File: config.mk
export PLATFORM = sky130hd
export DESIGN_NAME = emmc_ddr_tx_sched_flat
export DESIGN_NICKNAME = d
export VERILOG_FILES = /design/src/rtl/emmc_ddr_tx_sched_if.sv /design/src/rtl/emmc_ddr_tx_sched.sv /design/src/flat_wrapper.sv
export SDC_FILE = /design/constraint.sdc
export NUM_CORES = 1
export LEC_CHECK = 0
export BUFFER_PORTS_ARGS = -buffer_cell sky130_fd_sc_hd__buf_2
export CORE_AREA = 3 3 149 151
export CTS_CLUSTER_DIAMETER = 100
export DETAILED_ROUTE_END_ITERATION = 6
export DIE_AREA = 0 0 152 154
export PLACE_DENSITY = 0.74
export RECOVER_POWER = 50
export SLEW_MARGIN = 15
export SYNTH_ARGS = -nofsm -noshare
export SYNTH_HDL_FRONTEND = slang
export SYNTH_SLANG_ARGS = --single-unit
File: constraint.sdc
create_clock -name clock -period 2.15 [get_ports clock]
set_clock_uncertainty 0.05 [all_clocks]
set_input_delay 0.215 -clock clock [delete_from_list [all_inputs] [get_ports clock]]
set_output_delay 0.215 -clock clock [all_outputs]
set_load 0.02 [all_outputs]
File: src/rtl/emmc_ddr_tx_sched_if.sv
// Host-side handshake and DDR output bundle for the eMMC DDR transmit sequencer.
// The master modport is the block requester; the slave modport is the sequencer.
interface emmc_ddr_tx_sched_if #(
    parameter int MAX_LEN_W = 12
);
    logic                 start;
    logic                 abort;
    logic                 bus_width;
    logic [MAX_LEN_W-1:0] blk_len;
    logic [15:0]          din;
    logic                 din_valid;
    logic                 din_ready;
    logic [7:0]           d1_wire;
    logic [7:0]           d2_wire;
    logic                 oe;
    logic                 sd_clk_en;
    logic                 busy;
    logic                 done;

    modport master (
        output start, abort, bus_width, blk_len, din, din_valid,
        input  din_ready, d1_wire, d2_wire, oe, sd_clk_en, busy, done
    );

    modport slave (
        input  start, abort, bus_width, blk_len, din, din_valid,
        output din_ready, d1_wire, d2_wire, oe, sd_clk_en, busy, done
    );
endinterface

File: src/rtl/emmc_ddr_tx_sched.sv
// eMMC DDR write-block framer: start bit, data beats, per-line/per-edge CRC16, end bit.
// Every output is registered one cycle behind the state that produces it.
module emmc_ddr_tx_sched #(
    parameter int MAX_LEN_W = 12
) (
    input logic                clock,
    input logic                reset,
    emmc_ddr_tx_sched_if.slave bus
);

    typedef enum logic [1:0] {S_IDLE, S_DATA, S_CRC, S_END} state_t;

    state_t               state_reg, state_next;
    logic [MAX_LEN_W-1:0] cnt_reg, cnt_next;
    logic [3:0]           idx_reg, idx_next;
    logic                 is8_reg, is8_next;
    logic [7:0]           d1_reg, d1_next;
    logic [7:0]           d2_reg, d2_next;
    logic                 oe_reg, oe_next;
    logic                 en_reg, en_next;
    logic                 busy_reg, busy_next;
    logic                 done_reg, done_next;

    logic                 beat_take, crc_shift, crc_clr, start_ok;
    logic [MAX_LEN_W-1:0] beats;
    logic [7:0]           beat_d1, beat_d2, lane_pad;
    logic [7:0]           rise_msb, fall_msb;

    function automatic logic [15:0] crc_step(input logic [15:0] c, input logic b);
        return {c[14:0], 1'b0} ^ ((c[15] ^ b) ? 16'h1021 : 16'h0000);
    endfunction

    assign beats    = bus.bus_width ? (bus.blk_len >> 1) : bus.blk_len;
    // The end-bit cycle is already IDLE but still busy, so a start there is refused.
    assign start_ok = bus.start && !busy_reg && (beats != '0);
    assign beat_d1  = is8_reg ? bus.din[7:0]  : {4'hF, bus.din[7:4]};
    assign beat_d2  = is8_reg ? bus.din[15:8] : {4'hF, bus.din[3:0]};
    assign lane_pad = is8_reg ? 8'h00 : 8'hF0;

    // CRC phase shifts each register left so bit 15 is always the next bit to send.
    generate
        for (genvar gi = 0; gi < 8; gi++) begin : g_line
            logic [15:0] rise_reg, fall_reg;
            always_ff @(posedge clock) begin
                if (reset || crc_clr) begin
                    rise_reg <= '0;
                    fall_reg <= '0;
                end else if (beat_take) begin
                    rise_reg <= crc_step(rise_reg, beat_d1[gi]);
                    fall_reg <= crc_step(fall_reg, beat_d2[gi]);
                end else if (crc_shift) begin
                    rise_reg <= {rise_reg[14:0], 1'b0};
                    fall_reg <= {fall_reg[14:0], 1'b0};
                end
            end
            assign rise_msb[gi] = rise_reg[15];
            assign fall_msb[gi] = fall_reg[15];
        end
    endgenerate

    always_ff @(posedge clock) begin
        if (reset) begin
            state_reg <= S_IDLE;
            cnt_reg   <= '0;
            idx_reg   <= '0;
            is8_reg   <= 1'b0;
            d1_reg    <= 8'hFF;
            d2_reg    <= 8'hFF;
            oe_reg    <= 1'b0;
            en_reg    <= 1'b0;
            busy_reg  <= 1'b0;
            done_reg  <= 1'b0;
        end else begin
            state_reg <= state_next;
            cnt_reg   <= cnt_next;
            idx_reg   <= idx_next;
            is8_reg   <= is8_next;
            d1_reg    <= d1_next;
            d2_reg    <= d2_next;
            oe_reg    <= oe_next;
            en_reg    <= en_next;
            busy_reg  <= busy_next;
            done_reg  <= done_next;
        end
    end

    always_comb begin
        state_next = state_reg;
        cnt_next   = cnt_reg;
        idx_next   = idx_reg;
        is8_next   = is8_reg;
        d1_next    = d1_reg;
        d2_next    = d2_reg;
        oe_next    = oe_reg;
        en_next    = en_reg;
        busy_next  = busy_reg;
        done_next  = 1'b0;
        beat_take  = 1'b0;
        crc_shift  = 1'b0;
        crc_clr    = 1'b0;
        unique case (state_reg)
            S_IDLE: begin
                d1_next   = 8'hFF;
                d2_next   = 8'hFF;
                oe_next   = 1'b0;
                en_next   = 1'b0;
                busy_next = 1'b0;
                done_next = busy_reg;
                if (start_ok) begin
                    state_next = S_DATA;
                    is8_next   = bus.bus_width;
                    cnt_next   = beats;
                    crc_clr    = 1'b1;
                    d1_next    = bus.bus_width ? 8'h00 : 8'hF0;
                    d2_next    = bus.bus_width ? 8'h00 : 8'hF0;
                    oe_next    = 1'b1;
                    en_next    = 1'b1;
                    busy_next  = 1'b1;
                end
            end
            S_DATA: begin
                // A bubble gates the card clock and keeps the wires, so the card never sees it.
                en_next = bus.din_valid;
                if (bus.din_valid) begin
                    beat_take = 1'b1;
                    d1_next   = beat_d1;
                    d2_next   = beat_d2;
                    cnt_next  = cnt_reg - MAX_LEN_W'(1);
                    if (cnt_reg == MAX_LEN_W'(1)) begin
                        state_next = S_CRC;
                        idx_next   = '0;
                    end
                end
            end
            S_CRC: begin
                en_next   = 1'b1;
                crc_shift = 1'b1;
                d1_next   = rise_msb | lane_pad;
                d2_next   = fall_msb | lane_pad;
                idx_next  = idx_reg + 4'd1;
                if (idx_reg == 4'd15) state_next = S_END;
            end
            S_END: begin
                d1_next    = 8'hFF;
                d2_next    = 8'hFF;
                en_next    = 1'b1;
                state_next = S_IDLE;
            end
            default: state_next = S_IDLE;
        endcase
        if (bus.abort && state_reg != S_IDLE) begin
            state_next = S_IDLE;
            d1_next    = 8'hFF;
            d2_next    = 8'hFF;
            oe_next    = 1'b0;
            en_next    = 1'b0;
            busy_next  = 1'b0;
            done_next  = 1'b0;
            beat_take  = 1'b0;
            crc_shift  = 1'b0;
            crc_clr    = 1'b1;
        end
    end

    assign bus.din_ready = (state_reg == S_DATA);
    assign bus.d1_wire   = d1_reg;
    assign bus.d2_wire   = d2_reg;
    assign bus.oe        = oe_reg;
    assign bus.sd_clk_en = en_reg;
    assign bus.busy      = busy_reg;
    assign bus.done      = done_reg;

endmodule

File: src/flat_wrapper.sv
// flat-port wrapper written by rule: the top's interface ports become plain ports
module emmc_ddr_tx_sched_flat 
#(
    parameter int MAX_LEN_W = 12
)
  (clock, reset, bus_start, bus_abort, bus_bus_width, bus_blk_len, bus_din, bus_din_valid, bus_din_ready, bus_d1_wire, bus_d2_wire, bus_oe, bus_sd_clk_en, bus_busy, bus_done);
  emmc_ddr_tx_sched_if #(.MAX_LEN_W(MAX_LEN_W)) bus_i ();
  input logic clock;
  input logic reset;
  input wire logic [$bits(bus_i.start)-1:0] bus_start;
  input wire logic [$bits(bus_i.abort)-1:0] bus_abort;
  input wire logic [$bits(bus_i.bus_width)-1:0] bus_bus_width;
  input wire logic [$bits(bus_i.blk_len)-1:0] bus_blk_len;
  input wire logic [$bits(bus_i.din)-1:0] bus_din;
  input wire logic [$bits(bus_i.din_valid)-1:0] bus_din_valid;
  output wire logic [$bits(bus_i.din_ready)-1:0] bus_din_ready;
  output wire logic [$bits(bus_i.d1_wire)-1:0] bus_d1_wire;
  output wire logic [$bits(bus_i.d2_wire)-1:0] bus_d2_wire;
  output wire logic [$bits(bus_i.oe)-1:0] bus_oe;
  output wire logic [$bits(bus_i.sd_clk_en)-1:0] bus_sd_clk_en;
  output wire logic [$bits(bus_i.busy)-1:0] bus_busy;
  output wire logic [$bits(bus_i.done)-1:0] bus_done;
  assign bus_i.start = bus_start;
  assign bus_i.abort = bus_abort;
  assign bus_i.bus_width = bus_bus_width;
  assign bus_i.blk_len = bus_blk_len;
  assign bus_i.din = bus_din;
  assign bus_i.din_valid = bus_din_valid;
  assign bus_din_ready = bus_i.din_ready;
  assign bus_d1_wire = bus_i.d1_wire;
  assign bus_d2_wire = bus_i.d2_wire;
  assign bus_oe = bus_i.oe;
  assign bus_sd_clk_en = bus_i.sd_clk_en;
  assign bus_busy = bus_i.busy;
  assign bus_done = bus_i.done;
  emmc_ddr_tx_sched #(.MAX_LEN_W(MAX_LEN_W)) u_core (.clock(clock), .reset(reset), .bus(bus_i));
endmodule
==> flow_metrics.tcl, run 1 <==
set metrics [dict create \
    reg2reg_to "u_core.idx_reg[2]" \
    rows 53 \
    arrival_ps 2510 \
    synth_nets 1466 \
    tightest_slew_ps 576 \
    ys_seq_area_frac 0.516 \
    slew_violations 0 \
    cts_inserted_buffers 31 \
    cap_viol_max_count 0 \
    outcome "complete, no violations" \
    initial_utilization 0.544 \
    drt_pass1_iterations 5 \
    drc 0 \
    wire_per_inst_um 13.5 \
    timing.final.crit_share 0.974 \
    vias 9374 \
    cts_tree "yes" \
    min_path_cells 4 \
    ys_seq_elements 294 \
    antenna_cells 0 \
    port_buffers 54 \
    hold_violations 0 \
    synthTopCellsByCount "467 x nand2_1, 294 x dfxtp_1, 250 x a21oi_1" \
    p_total_mw 16.9 \
    synthArstFlopShare 0 \
    syn_area_um2 11400 \
    yosys.area.top_type_share 0.516 \
    cts_htree_levels 1 \
    crit_required_ps 2560 \
    clockBufferDepth 3 \
    clockRootBuffer "clkbuf_16" \
    die_h_um 154 \
    synthCells 1424 \
    grt_pass1_wl_um 40500 \
    die_w_um 152 \
    worstSetupPathType "reg2reg" \
    cts_sinks 294 \
    path_clk_slew_ps 60 \
    place_area_um2 12300 \
    synth_ff_type "dfxtp_1" \
    fin_crit_ps 2090 \
    cp-end-kind "flop" \
    r2r-start "u_core.cnt_reg[1]" \
    syn2layout_area_growth_pct 16.9 \
    n_fill_cell 1773 \
    rsz0062_at_grt "yes" \
    ir_drop_uv 743 \
    grt_pass1_vias 8623 \
    setup_viol 0 \
    clock_latency_ps 540 \
    max_freq_mhz 478 \
    overflow 0 \
    slew_headroom 0.612 \
    core_area_um2 21000 \
    die_area_um2 23400 \
    critPathLaunchType "flop" \
    ys_types 49 \
    place_congestion 0.864 \
    startpoint "u_core.cnt_reg[1]" \
    tns_ps 0 \
    drtIter0Drc 626 \
    dpl.hpwl_um 14500 \
    synth_edf_count 0 \
    path_max_fanout 3 \
    antenna_found_initial 0 \
    yosys.area.top_type "dfxtp_1" \
    power_density_nw_per_um2 1270 \
    ys_warn_count 0 \
    nNetsFinal 1504 \
    io_pins 55 \
    ant_nets 0 \
    syn_avg_cell_area_um2 8.01 \
    ff2ff_setup_slack_ps 60 \
    leakagePower_nw 4.45 \
    final_cell_area_um2 13300 \
    synthTopCellsByArea "dfxtp_1 52%, nand2_1 15%, a21oi_1 11%" \
    routed_wl_um 23700 \
    via_per_inst 5.34 \
    drive_gt1_frac 0.114 \
    cp-endpoint "u_core.idx_reg[2]" \
    grtUsageTotal 0.196 \
    hp-class "in2reg" \
    synth.most_common_cell "nand2_1" \
    rr_worst_depth 8 \
    grt_max_degree 120 \
]
==> kinds of logic after synthesis <==
family | synth area share
buffers and inverters | 0.0392
AND/OR/NAND/NOR | 0.206
AO/OA/AOI/OAI | 0.180
flip-flops | 0.516
multiplexers | 0.0161
XOR/XNOR | 0.0346
adder cells (fa/ha/maj) | 0.00878
==> where the power goes <==
group	switching [mW]	total (mW)	internal, mW
combinational	3.64	5.57	1.93
clock	2.05	5.10	3.04
sequential	0.295	6.23	5.93
total	5.98	16.9	10.9
==> layout by cell type, fill, tap and decap left out, types with 19 or more instances in the layout <==
master	n
a211oi_1	32
a21oi_1	250
buf_2	34
buf_4	34
clkbuf_1	29
clkbuf_16	34
dfxtp_1	293
nand2_1	466
nor2_1	65
o21ai_0	19
xor2_1	32
==> through the flow <==
stage | util | instances | setup WS [ps] | hold slack [ps]
4_1_cts | 0.632 | 1753 | 12.7 | 0.941
6_report | 0.636 | 1757 | 56.0 | 23.0
2_1_floorplan | - | 1424 | -54.3 | 351
5_1_grt | 0.636 | 1757 | -54.3 | 25.4
3_3_place_gp | 0.585 | 1700 | 37.3 | 383
3_5_place_dp | 0.585 | 1700 | -58.4 | 390
==> per-layer routing <==
layer | wire [um] | part of all wire | vias up | track usage
met2 | 11000 | 0.46 | 178 | 0.320
met5 | 0 | 0 | - | 0
li1 | - | - | 4819 | -
met3 | 1050 | 0.044 | 32 | 0.0287
met4 | 440 | 0.019 | 0 | 0.0475
met1 | 11200 | 0.47 | 4345 | 0.276
==> critical path: stages, from the launching register on <==
cell     delay, ps
dfxtp_2        320
inv_2           50
ha_2           140
or4bb_4        460
o41a_1         410
buf_4          160
nor3b_2        150
o21ai_0        120
a21oi_1        150
==> worst min path at each step <==
stage                                              from                       endpoint  slack, ps
after floorplan                                   reset                  u_core.bus.oe        350
after global placement     u_core.g_line[1].rise_reg[3]   u_core.g_line[1].rise_reg[4]        380
after detailed placement  u_core.g_line[1].rise_reg[10]  u_core.g_line[1].rise_reg[11]        390
after CTS                               bus_blk_len[11]             u_core.cnt_reg[11]        0.9
after global routing                    bus_blk_len[11]             u_core.cnt_reg[11]         30
final                                   bus_blk_len[11]             u_core.cnt_reg[11]         20
==> cell type report <==
cell class                      count  area, um^2  area share
Multi-Input combinational cell   1015        5140       0.385
Timing Repair Buffer              111         958      0.0719
Tap cell                          275         344      0.0258
Clock inverter                      9         104     0.00779
Clock buffer                       44         875      0.0656
Inverter                            9        33.8     0.00253
Sequential cell                   294        5890       0.441
==> what timing repair did <==
item                                    4_1_cts  5_1_grt
pin swaps                                     1        3
endpoints found under the setup margin        4      154
resized for setup                             1       15
buffers inserted                              0        1
gates cloned                                  0        3
hold buffers                                  0        0
(Power assumes the default switching activity.)
==> run 2: changes to the inputs <==
Settings changed: CORE_AREA 3 3 149 151 to 3 3 136 164, DIE_AREA 0 0 152 154 to 0 0 139 167, HOLD_SLACK_MARGIN set to 0.1, PLACE_DENSITY 0.74 to 0.75.
==> flow_metrics.tcl, run 2 (synthesis gave the netlist of run 1 again) <==
set metrics [dict create \
    min_path_cells 5 \
    wl_met2_um 11200 \
    critPathBufInv 2 \
    min_from "bus_blk_len[4]" \
    die_area_um2 23200 \
    routed.top_layer "met4" \
    met3WireLength_um 1060 \
    grt_pass1_wl_um 38900 \
    dpl.hpwl_um 14300 \
    critPathLaunchType "flop" \
    clockRootBuffer "clkbuf_16" \
    core_area_um2 20900 \
    antenna_cells 0 \
    arrival_ps 2460 \
    path_delay_family "simple AND/OR/NAND/NOR gates" \
    wl_met1_um 10800 \
    rr_worst_depth 8 \
    path_cells "inv_1 -> ha_1 -> nor2b_4 -> or2_2 -> nor2_1 -> o211ai_1 -> clkbuf_2 -> o221a_2" \
    drive_gt1_frac 0.106 \
    r2r-start "u_core.state_reg[0]" \
    place_inst 1679 \
    tightest_slew_ps 515 \
    via_per_inst 5.35 \
    die_w_um 139 \
    setup_viol 0 \
    rows 58 \
    slew_violations 0 \
    holdPathEnd "u_core.cnt_reg[4]" \
    place_congestion 0.828 \
    cts_htree_levels 1 \
    final_cell_mix "465 x nand2_1, 293 x dfxtp_1, 250 x a21oi_1" \
    fin_cells 1746 \
    cts_sinks 294 \
    grtUsageTotal 0.192 \
    fin_crit_ps 2090 \
    vias 9335 \
    overflow 0 \
    cts_inserted_buffers 28 \
    cp-end-kind "flop" \
    grt_pass1_vias 8360 \
    ant_nets 0 \
    slew_headroom 0.653 \
    leakagePower_nw 4.36 \
    grt_max_degree 75 \
    wire_per_inst_um 13.5 \
    outcome "complete, no violations" \
    tns_ps 0 \
    layout_commonest_cell "nand2_1" \
    drc 0 \
    syn2layout_area_growth_pct 15.3 \
    reg2reg_to "u_core.bus.d1_wire[7]" \
    cts_tree "yes" \
    path_max_fanout 8 \
    initial_utilization 0.546 \
    cap_viol_max_count 0 \
    max_freq_mhz 478 \
    hp-class "in2reg" \
    routed_wl_um 23600 \
    io_pins 55 \
    path_clk_slew_ps 60 \
    nNetsFinal 1496 \
    drt_pass1_iterations 5 \
    power_density_nw_per_um2 1240 \
    whs_ps 111 \
    clockBufferDepth 3 \
    clock_latency_ps 530 \
    crit_required_ps 2520 \
    ff2ff_setup_slack_ps 60 \
    die_h_um 167 \
    port_buffers 54 \
    worstSetupPathType "reg2reg" \
    hold_violations 0 \
    timing.final.crit_share 0.972 \
    ir_drop_uv 947 \
    antenna_found_initial 0 \
    cpPeakStageDelay_ps 370 \
    p_total_mw 16.3 \
    drtIter0Drc 655 \
    crit_slowest_cell "dfxtp_1" \
]
-- run 2: what timing repair did --
action                                 4_1_cts  5_1_grt
hold buffers                                 8        0
buffers inserted                             0        6
gates resized for setup                      2       23
setup endpoints to repair                    7      261
endpoints found under the hold margin       24        0
pin swaps                                    0        5
cloned                                       0        1
-- run 2: worst max-delay path by stage --
stage | from | to | cells after the start
global placement | u_core.cnt_reg[1] | u_core.state_reg[0] | 6
finish | u_core.state_reg[0] | u_core.bus.d1_wire[7] | 8
floorplan | u_core.state_reg[1] | u_core.g_line[0].fall_reg[12] | 10
global route | u_core.state_reg[1] | u_core.g_line[3].fall_reg[12] | 9
detailed placement | u_core.cnt_reg[1] | u_core.idx_reg[1] | 7
CTS | u_core.cnt_reg[1] | u_core.state_reg[0] | 6
-- run 2: area by class of cell --
type	instances	area, um^2
fill	1772	7750
sequential	294	5890
multi-input combinational	1014	5150
clock buffer	42	835
timing repair buffer	107	826
tap	270	338
clock inverter	10	82.6
inverter	9	33.8
-- run 2: worst register-to-register path, stage by stage (launching register included) --
cell and delay (ps):
dfxtp_1 370, inv_1 130, ha_1 220, nor2b_4 80, or2_2 300, nor2_1 210
o211ai_1 130, clkbuf_2 220, o221a_2 280
-- run 2: report_power, final --
group / total (mW) / internal [mW] / switching, mW / leakage (nW)
clock network: 4.82 / 2.80 / 2.02 / 0.459
logic: 5.23 / 1.69 / 3.54 / 1.52
registers: 6.24 / 5.93 / 0.307 / 2.38
total: 16.3 / 10.4 / 5.87 / 4.36
-- run 2: layer usage --
layer	global-route usage	vias up
li1	-	4785
met2	0.323	167
met5	0	-
met4	0.0511	0
met1	0.256	4337
met3	0.0330	46
-- run 2: stage by stage --
stage	util	worst slack, ps	instance area (um^2)
after floorplan	-	-54.3	11400
after global placement	0.578	29.1	12100
after detailed placement	0.578	-102	12100
after CTS	0.626	-17.9	13100
after global routing	0.629	-10.2	13200
final	0.629	59.6	13200
==> run 3: changes to the inputs <==
Settings changed: CORE_AREA 3 3 136 164 to 3 3 190 192, DIE_AREA 0 0 139 167 to 0 0 193 195, PLACE_DENSITY 0.75 to not set.
==> flow_metrics.tcl, run 3 (synthesis gave the netlist of run 1 again) <==
set metrics [dict create \
    cts_htree_levels 1 \
    clockBufferDepth 3 \
    outcome "complete, no violations" \
    wire_per_inst_um 12.7 \
    path_max_fanout 5 \
    path_clk_slew_ps 60 \
    worstSetupPathType "reg2reg" \
    rows 68 \
    drive_gt1_frac 0.124 \
    arrival_ps 2450 \
    drtIter0Drc 608 \
    core_area_um2 34500 \
    place_ws_ps -88.1 \
    drc 0 \
    grtUsageTotal 0.126 \
    fin_crit_ps 2070 \
    overflow 0 \
    crit_required_ps 2530 \
    cp-end-kind "flop" \
    max_freq_mhz 484 \
    initial_utilization 0.330 \
    die_area_um2 37600 \
    antenna_found_initial 1 \
    routed_wl_um 24700 \
    io_pins 55 \
    cap_viol_max_count 0 \
    grt_pass1_vias 8380 \
    hp-class "in2reg" \
    cts_sinks 294 \
    syn2layout_area_growth_pct 19.5 \
    grt_max_degree 145 \
    leakagePower_nw 4.53 \
    vias 9322 \
    post-route-worst-setup-slack_ps 84.2 \
    ant_nets 0 \
    die_h_um 195 \
    slew_violations 0 \
    final_cell_area_um2 13600 \
    clockRootBuffer "clkbuf_16" \
    ir_drop_uv 649 \
    via_per_inst 4.78 \
    place_congestion 0.810 \
    antenna_cells 0 \
    die_w_um 193 \
    port_buffers 54 \
    nNetsFinal 1512 \
    n_fill_cell 3533 \
    dpl.hpwl_um 15300 \
    place_area_um2 12400 \
    power_density_nw_per_um2 1240 \
    layout_commonest_cell "nand2_1" \
    tightest_slew_ps 558 \
    cts_tree "yes" \
    critPathLaunchType "flop" \
    slew_headroom 0.625 \
    final_cell_mix "466 x nand2_1, 294 x dfxtp_1, 250 x a21oi_1" \
    clock_latency_ps 540 \
    cts_inserted_buffers 31 \
    hold_violations 0 \
    grt_pass1_wl_um 40400 \
    setup_viol 0 \
    drt_pass1_iterations 5 \
    p_total_mw 16.9 \
    timing.final.crit_share 0.961 \
    tns_ps 0 \
]
[run 3: cell types whose count changed in the layout (fill, tap and decap cells not counted), moves of 3 or more]
cell	delta
buf_12	+4
clkbuf_16	+3
clkbuf_2	-3
buf_4	+12
buf_8	-4
buf_2	+20
clkbuf_1	-20
dlygate4sd3_1	+5
[run 3: area by class of cell]
| type | count | area [um^2] | area share |
|---|---|---|---|
| clock buffer | 44 | 885 | 0.0649 |
| tap | 455 | 569 | 0.0418 |
| timing repair buffer | 120 | 1010 | 0.0738 |
| clock inverter | 13 | 125 | 0.00918 |
| inverter | 9 | 33.8 | 0.00248 |
| sequential | 294 | 5890 | 0.432 |
| multi-input combinational | 1014 | 5130 | 0.376 |
[run 3: path summary, 6_finish.rpt]
kind | from | endpoint | slack (ps) | cells after the start
worst max-delay path | u_core.cnt_reg[8] | u_core.state_reg[0] | 80 | 4
worst min-delay path | bus_din[12] | u_core.bus.d2_wire[4] | 120 | 3
worst max register to register | u_core.cnt_reg[8] | u_core.state_reg[0] | 80 | 4
worst min register to register | u_core.g_line[2].rise_reg[10] | u_core.g_line[2].rise_reg[11] | 390 | 2
[run 3: where the power goes]
group | internal, mW | switching (mW) | total (mW) | leakage [nW]
sequential | 5.93 | 0.301 | 6.23 | 2.38
combinational | 1.85 | 3.63 | 5.49 | 1.64
clock | 3.10 | 2.09 | 5.19 | 0.507
total | 10.9 | 6.03 | 16.9 | 4.53
[run 3: what timing repair did]
action | CTS | global route
resized for setup | 1 | 11
pin swaps | 3 | 1
hold buffers | 13 | 0
cloned | 0 | 1
buffers inserted | 1 | 0
endpoints found under the setup margin | 5 | 78
endpoints found under the hold margin | 26 | 0
[run 3: through the flow]
step,hold WS [ps],cells,util
finish,122,1949,0.395
global route,124,1949,0.395
CTS,100,1948,0.393
detailed placement,392,1877,0.360
global placement,384,1877,0.360
floorplan,351,1424,-
[run 3: layer usage]
layer  GRT usage  part of all wire  vias to the layer above
met2       0.206              0.46                      146
met3      0.0219             0.043                       39
met4      0.0402             0.024                        2
met5           0           0.00053                        -
met1       0.170              0.47                     4318
li1            -                 -                     4817
[run 3: critical path, cell delays in order, from the launching register on]
cell	delay, ps
dfxtp_1	340
or4_4	550
o41a_1	460
or4_1	430
o211a_1	140
